`src/rtl/freq_meter_if.sv`:
```
`default_nettype none
// ============================================================================
// Module   : freq_meter_if
// Brief    : Control/result bundle between a frequency meter and its user.
// Revision : 1.0 - initial release
// ============================================================================
interface freq_meter_if #(
   parameter int CNT_W = 32
);
   logic             en;
   logic             sig_in;
   logic [CNT_W-1:0] freq;
   logic             valid;
   logic             ovf;
   logic             busy;

   modport master (output en, sig_in, input freq, valid, ovf, busy);
   modport slave  (input en, sig_in, output freq, valid, ovf, busy);
endinterface
`default_nettype wire

```
`src/rtl/freq_meter.sv`:
```
`default_nettype none
// ============================================================================
// Module   : freq_meter
// Brief    : Counts rising edges of an asynchronous input over a gate window.
// Revision : 1.0 - initial release
// ============================================================================
module freq_meter #(
   parameter int GATE_CYCLES = 50_000_000,
   parameter int CNT_W       = 32
) (
   input  wire logic   clk,
   input  wire logic   rst,
   freq_meter_if.slave bus
);
   localparam int               C_GW   = $clog2(GATE_CYCLES);
   localparam logic [C_GW-1:0]  C_LAST = C_GW'(GATE_CYCLES - 1);
   localparam logic [CNT_W-1:0] C_MAX  = '1;

   localparam logic [1:0] S_IDLE  = 2'd0;
   localparam logic [1:0] S_GATE  = 2'd1;
   localparam logic [1:0] S_LATCH = 2'd2;

   logic [1:0]       r_state;
   logic [1:0]       w_next;
   logic             r_s1, r_s2, r_s3;
   logic             w_edge;
   logic [C_GW-1:0]  r_gate_cnt;
   logic [CNT_W-1:0] r_edge_cnt;
   logic             r_sat;
   logic [CNT_W-1:0] r_freq;
   logic             r_ovf;
   logic             w_last;
   logic             w_count;
   logic             w_close;
   logic             w_sat_now;
   logic [CNT_W-1:0] w_cnt_inc;

   // Synchronizer and edge register run regardless of state
   always_ff @(posedge clk) begin
      if (rst) begin
         r_s1 <= 1'b0;
         r_s2 <= 1'b0;
         r_s3 <= 1'b0;
      end else begin
         r_s1 <= bus.sig_in;
         r_s2 <= r_s1;
         r_s3 <= r_s2;
      end
   end

   assign w_edge    = r_s2 & ~r_s3;
   assign w_last    = (r_gate_cnt == C_LAST);
   assign w_count   = (r_state == S_GATE) && bus.en;
   assign w_close   = w_count && w_last;
   assign w_sat_now = w_edge && (r_edge_cnt == C_MAX);
   assign w_cnt_inc = (w_edge && !w_sat_now) ? r_edge_cnt + CNT_W'(1) : r_edge_cnt;

   always_ff @(posedge clk) begin
      if (rst) begin
         r_state <= S_IDLE;
      end else begin
         r_state <= w_next;
      end
   end

   // Dropping en during GATE aborts, even on the last gate cycle
   always_comb begin
      w_next = r_state;
      case (r_state)
         S_IDLE:  w_next = bus.en ? S_GATE : S_IDLE;
         S_GATE: begin
            if (!bus.en)      w_next = S_IDLE;
            else if (w_last)  w_next = S_LATCH;
            else              w_next = S_GATE;
         end
         S_LATCH: w_next = bus.en ? S_GATE : S_IDLE;
         default: w_next = S_IDLE;
      endcase
   end

   always_ff @(posedge clk) begin
      if (rst || !w_count || w_last) begin
         r_gate_cnt <= '0;
         r_edge_cnt <= '0;
         r_sat      <= 1'b0;
      end else begin
         r_gate_cnt <= r_gate_cnt + C_GW'(1);
         r_edge_cnt <= w_cnt_inc;
         r_sat      <= r_sat | w_sat_now;
      end
   end

   // The last gate cycle's own edge is folded into the published count
   always_ff @(posedge clk) begin
      if (rst) begin
         r_freq <= '0;
         r_ovf  <= 1'b0;
      end else if (w_close) begin
         r_freq <= w_cnt_inc;
         r_ovf  <= r_sat | w_sat_now;
      end
   end

   always_comb begin
      bus.valid = (r_state == S_LATCH);
      bus.busy  = (r_state == S_GATE);
   end

   assign bus.freq = r_freq;
   assign bus.ovf  = r_ovf;
endmodule
`default_nettype wire

```
`src/flat_wrapper.sv`:
```
// flat-port wrapper written by rule: the top's interface ports become plain ports
module freq_meter_flat 
#(
   parameter int GATE_CYCLES = 50_000_000,
   parameter int CNT_W       = 32
)
  (clk, rst, bus_en, bus_sig_in, bus_freq, bus_valid, bus_ovf, bus_busy);
  freq_meter_if #(.CNT_W(CNT_W)) bus_i ();
  input  wire logic clk;
  input  wire logic rst;
  input wire logic [$bits(bus_i.en)-1:0] bus_en;
  input wire logic [$bits(bus_i.sig_in)-1:0] bus_sig_in;
  output wire logic [$bits(bus_i.freq)-1:0] bus_freq;
  output wire logic [$bits(bus_i.valid)-1:0] bus_valid;
  output wire logic [$bits(bus_i.ovf)-1:0] bus_ovf;
  output wire logic [$bits(bus_i.busy)-1:0] bus_busy;
  assign bus_i.en = bus_en;
  assign bus_i.sig_in = bus_sig_in;
  assign bus_freq = bus_i.freq;
  assign bus_valid = bus_i.valid;
  assign bus_ovf = bus_i.ovf;
  assign bus_busy = bus_i.busy;
  freq_meter #(.GATE_CYCLES(GATE_CYCLES), .CNT_W(CNT_W)) u_core (.clk(clk), .rst(rst), .bus(bus_i));
endmodule
```
`config.mk`:
```
export PLATFORM = sky130hd
export DESIGN_NAME = freq_meter_flat
export DESIGN_NICKNAME = d
export VERILOG_FILES = /design/src/rtl/freq_meter_if.sv /design/src/rtl/freq_meter.sv /design/src/flat_wrapper.sv
export SDC_FILE = /design/constraint.sdc
export NUM_CORES = 1
export LEC_CHECK = 0
export ABC_AREA = 0
export CORE_UTILIZATION = 40
export CTS_BUF_LIST = sky130_fd_sc_hd__clkbuf_8
export DETAILED_ROUTE_END_ITERATION = 16
export GPL_ROUTABILITY_DRIVEN = 0
export PLACE_DENSITY = 0.57
export SYNTH_ARGS = -nofsm -noshare
export SYNTH_HDL_FRONTEND = slang
export SYNTH_SLANG_ARGS = --single-unit
```
`constraint.sdc`:
```
create_clock -name clk -period 1.86 [get_ports clk]
set_input_delay 0.372 -clock clk [delete_from_list [all_inputs] [get_ports clk]]
set_output_delay 0.372 -clock clk [all_outputs]
set_load 0.05 [all_outputs]
```
== Word level (Yosys, flattened, before mapping) ==
Cells that the tools add are included.
Widths: inputs -> output; s select.
Operators by class
  add/subtract/negate cells: 2
  multiply operators: 0
  div/mod/pow operators: 0
  $lt $le $gt $ge: 0
  equal/unequal tests: 4
  shifts and indexed selects: 0
  mux-type cells: 5
  bitwise logic cells: 3
  reduce and logical (&&, ||, !) cells: 10
Operators with widths (number)
  $add 32x1->32 const B: 1
  $eq 32x32->1 const B: 1
  $mux 32: 1
  $add 26x1->26 const B: 1
  $eq 26x26->1 const B: 1
  $logic_and 1x1->1: 4
  $mux 2: 2
  $pmux 2 s2: 1
  $eq 2x1->1 const B: 1
  $eq 2x2->1 const B: 1
  $logic_not 1->1: 2
  $logic_not 2->1: 1
  $logic_or 1x1->1: 2
  $reduce_or 2->1: 1
  $and 1x1->1: 1
  $mux 1: 1
  $not 1->1: 1
  $or 1x1->1: 1
Storage, ports and cells
  register bits after elaboration: 97
  latch bits: 0
  memory bits (writable): 0
  ROM bits: 0
  input bits: 4
  output and inout bits: 35
  logic and storage cells: 33
  memories: 0

== Logic depth before layout (Yosys ltp) ==
Gate-level depths: netlist of the first run.
  depth after elaboration: 6
  depth in mapped cells: 9
  mapped depth without buffers: 7

== Least setup slack after synthesis of the first run ==
Ideal clock, no wire load.
  kind: register to register
  start point: register u_core.r_state[0]
  end point: register u_core.r_freq[3] (netlist: u_core.bus.freq[3])
  setup time: 0.130 ns
  arrival: 1.892 ns
  setup slack: -0.162 ns
  stages on the path, launching flop included: 7
  cell sequence: dfxtp_1 nor2b_1 and3_1 buf_4 buf_4 mux2i_1 nor2_1
Between the ends
  cells in the longest elaborated chain, start to end: 3
RTL lines
  from (decl): RTL line freq_meter.sv:23  | logic [1:0] r_state;
  from (signal assigned): RTL line freq_meter.sv:62  | r_state <= w_next;
  $eq 2x1->1
  net bus_busy: RTL line flat_wrapper.sv:16  | output wire logic [$bits(bus_i.busy)-1:0] bus_busy;
  $logic_and 1x1->1: RTL line freq_meter.sv:53  | assign w_count = (r_state == S_GATE) && bus.en;
  $logic_and 1x1->1: RTL line freq_meter.sv:54  | assign w_close = w_count && w_last;
  to (signal assigned): RTL line freq_meter.sv:99  | r_freq <= w_cnt_inc;
  to (decl): RTL line freq_meter.sv:30  | logic [CNT_W-1:0] r_freq;
The timed path passes the listed nets, and every way through them passes these cells.
A chain may end at the register's enable or synchronous reset.

== Final worst setup path of the first run ==
  start point: register u_core.r_gate_cnt[22]
  end point: register u_core.r_freq[24] (netlist: u_core.bus.freq[24])
Between the ends
  cells in the longest elaborated chain, start to end: 2
RTL lines
  from (decl): RTL line freq_meter.sv:27  | logic [C_GW-1:0] r_gate_cnt;
  from (signal assigned): RTL line freq_meter.sv:87  | r_gate_cnt <= r_gate_cnt + C_GW'(1);
  $eq 26x26->1: RTL line freq_meter.sv:52  | assign w_last = (r_gate_cnt == C_LAST);
  $logic_and 1x1->1: RTL line freq_meter.sv:54
Every way passes these cells.

==> impl_metrics.tcl, run 1 <==
set metrics [dict create \
    outcome "finished with violations" \
    violations "setup timing" \
    total_leakage_power_nw 2.06 \
    async_flop_share_pct 0 \
    hold_buffers 0 \
    final_cells 708 \
    cts_root_buf "clkbuf_8" \
    design_area_sq_mm 0.00565 \
    chipHeight_um 103 \
    grt_use_total_pct 18.4 \
    power_frac_clock_pct 36.5 \
    grt_max_degree 42 \
    rsz0062_at_grt "yes" \
    core_sq_mm 0.00982 \
    synth_seq_area_share_pct 47.8 \
    path_clk_slew_ps 90 \
    final_cell_mix "buf_4, nor2_1, dfxtp_1" \
    peakVddDrop_v 0.000302 \
    num_rows 36 \
    die_x_um 103 \
    power_density_mw_per_mm2 600 \
    hold_class "flip-flop to flip-flop" \
    max-slew-margin-rel_pct 70.5 \
    yosys_warnings 0 \
    initialDrtViolationCount 86 \
    crit_arrival_ps 2210 \
    sw_frac_of_total_pct 23.6 \
    final_common_cell "buf_4" \
    vias 3485 \
    dr.pass1.iters 4 \
    drt-wirelength-per-cell_um 13.6 \
    cts_buffer_depth 2 \
    grt.overflow.total 0 \
    grt_pass1_vias 3173 \
    synthesis.area_sq_mm 0.00406 \
    die_area_sq_mm 0.0106 \
    nNetsFinal 576 \
    port_buffers 38 \
    synth_area_per_cell_sq_um 9.03 \
    fin_crit_ps 1900 \
    fmax_mhz 526 \
    grt_pass1_wl_mm 15.0 \
    ios 39 \
    synth-edff-count 0 \
    multiInputGateArea_sq_mm 0.00218 \
    netSwitchingPower_mw 0.798 \
    h-tree-depth 3 \
    drc 0 \
    syn-instance-count 450 \
    clock_sinks 97 \
    cp_slowest_stage_delay_ps 400 \
    worstPathBufferInverterCount 2 \
    layout-drive-gt1-share_pct 35.8 \
    synthDistinctLibCells 39 \
    startpoint_type "flip-flop" \
    syn_nets 456 \
    place_area_sq_mm 0.00505 \
    clk_latency_ps 370 \
    finalHoldViolCount 0 \
    fill_cells 941 \
    crit_required_ps 2170 \
    placed_cells 677 \
    period_share_pct 102 \
    cts_inserted_buffers 9 \
    cp_max_fo 14 \
    crit_type "flip-flop to flip-flop" \
    ant_nets 0 \
    antenna_cells 0 \
    maxCapViolCount 0 \
    drt-total-wl_mm 9.60 \
    p_int_mw 2.59 \
    syn_to_final_growth_pct 39.1 \
    worstSetupEndpointType "flip-flop" \
    yosys_most_used_dff "dfxtp_1" \
    tritoncts "yes" \
    ys_ff_latch 97 \
    setup_tns_ps -167 \
    vias_per_cell 4.92 \
    pwr-share-seq_pct 61.4 \
    slew_viol_final 0 \
    crit_chain "inv_1 -> or3_4 -> and4b_1 -> and3_4 -> buf_12 -> mux2i_1 -> nor2b_1" \
    worst_path_max_delay_cell "or3_4" \
    tightestPinTransition_ps 443 \
    pwr-share-comb_pct 2.2 \
    setup_viol 13 \
    path_delay_family "simple AND/OR/NAND/NOR gates" \
    dp_hpwl_mm 6.29 \
    clock_skew_ps 12.9 \
    start_util_pct 41.4 \
    antenna_found_initial 0 \
    seqCellArea_sq_mm 0.00197 \
    setup_ws_ps -41.4 \
]
==> kinds of logic after synthesis <==
logic type | Yosys count | share of synthesized area (%)
XOR/XNOR | 51 | 11.0
multiplexers | 5 | 1.23
AND/OR/NAND/NOR | 226 | 28.6
buffers and inverters | 28 | 3.11
AO/OA/AOI/OAI | 41 | 7.64
adder cells (fa/ha/maj) | 2 | 0.616
flip-flops | 97 | 47.8
==> cell usage after synthesis, types with 2 or more instances <==
master | number | area [sq um]
nor4b_1 | 2 | 17.5
nand2_1 | 20 | 75.1
nor3_1 | 13 | 65.1
and2_1 | 3 | 18.8
a21oi_1 | 3 | 15.0
and4_4 | 2 | 22.5
clkbuf_1 | 11 | 41.3
ha_1 | 2 | 25.0
nand4_1 | 17 | 106
a211oi_2 | 2 | 25.0
and4_1 | 5 | 43.8
and3_1 | 7 | 43.8
buf_2 | 5 | 25.0
nand4_4 | 2 | 42.5
nor2b_1 | 9 | 56.3
nor4_2 | 2 | 25.0
mux2i_1 | 5 | 50.1
xor2_1 | 22 | 193
nand3_1 | 20 | 100
dfxtp_1 | 97 | 1940
or3_1 | 5 | 31.3
o21ai_0 | 6 | 30.0
nor2_1 | 109 | 409
buf_4 | 4 | 30.0
nand2b_1 | 2 | 12.5
inv_1 | 8 | 30.0
a211oi_1 | 27 | 203
xnor2_1 | 29 | 254
==> worst reg2reg max path, stage by stage, from the launching register on <==
cell and delay (ps):
dfxtp_1 340, inv_1 50, or3_4 400, and4b_1 280, and3_4 290, buf_12 160, mux2i_1 180, nor2b_1 140
==> registers in the layout (all words and copies together) (netlist names) <==
signal	count
u_core.bus.freq	32
u_core.bus.ovf	1
u_core.r_edge_cnt	32
u_core.r_gate_cnt	26
u_core.r_s1	1
u_core.r_s2	1
u_core.r_s3	1
u_core.r_sat	1
u_core.r_state	2
==> per-layer routing <==
metal / track usage, % / share of wire [%] / vias to the layer above / routed length (um)
li1: - / - / 1781 / -
met1: 24.7 / 49 / 1650 / 4660
met2: 29.2 / 47 / 47 / 4540
met3: 4.27 / 3.0 / 7 / 289
met4: 5.53 / 1.2 / 0 / 112
met5: 0 / 0 / - / 0
==> power by group through the flow <==
stage	Combinational, mW	Clock, mW	Sequential [mW]
after floorplan	0.0400	0	2.13
after global placement	0.0707	0	2.13
after detailed placement	0.0715	0	2.13
after CTS	0.0728	1.27	2.08
after global routing	0.0798	1.36	2.08
final	0.0735	1.24	2.08
==> timing repair <==
| item | in CTS | in global routing |
|---|---|---|
| gates resized for setup | 31 | 35 |
| pin swaps | 9 | 14 |
| endpoints found under the setup margin | 46 | 92 |
| gates cloned | 1 | 3 |
| buffers inserted | 5 | 6 |
==> layout make-up <==
| type | count | area share, % |
|---|---|---|
| inverter | 8 | 0.532 |
| sequential | 97 | 35.0 |
| clock inverter | 7 | 0.842 |
| tap | 133 | 2.95 |
| timing repair buffer | 129 | 20.0 |
| multi-input combinational | 325 | 38.6 |
| clock buffer | 9 | 2.19 |
==> per-stage QoR <==
stage	hold WS [ps]	util, %	setup slack (ps)	power, mW
floorplan	413	-	16.7	2.17
global placement	420	51.4	-39.5	2.20
detailed placement	424	51.4	-92.4	2.20
CTS	434	55.0	-26.7	3.43
global route	479	57.5	-121	3.52
finish	444	57.5	-41.4	3.39
==> path summary, 6_finish.rpt <==
kind	from	to	slack [ps]	cells past startpoint
setup / recovery	u_core.r_gate_cnt[22]	u_core.bus.freq[24]	-40	7
hold / removal	u_core.r_s1	u_core.r_s2	440	1
setup reg to reg	u_core.r_gate_cnt[22]	u_core.bus.freq[24]	-40	7
hold reg to reg	u_core.r_s1	u_core.r_s2	440	1
No activity file was read; power rests on OpenSTA's default activity.
==> inputs of run 2 (changes only) <==
--- a/config.mk
+++ b/config.mk
@@ -8,9 +8,11 @@
 export ABC_AREA = 0
 export CORE_UTILIZATION = 40
 export CTS_BUF_LIST = sky130_fd_sc_hd__clkbuf_8
+export CTS_CLUSTER_SIZE = 8
 export DETAILED_ROUTE_END_ITERATION = 16
 export GPL_ROUTABILITY_DRIVEN = 0
 export PLACE_DENSITY = 0.57
+export SLEW_MARGIN = 20
 export SYNTH_ARGS = -nofsm -noshare
 export SYNTH_HDL_FRONTEND = slang
 export SYNTH_SLANG_ARGS = --single-unit
==> results of run 2 <==
The final DEF is identical to that of run 1; final timing and power are the same.
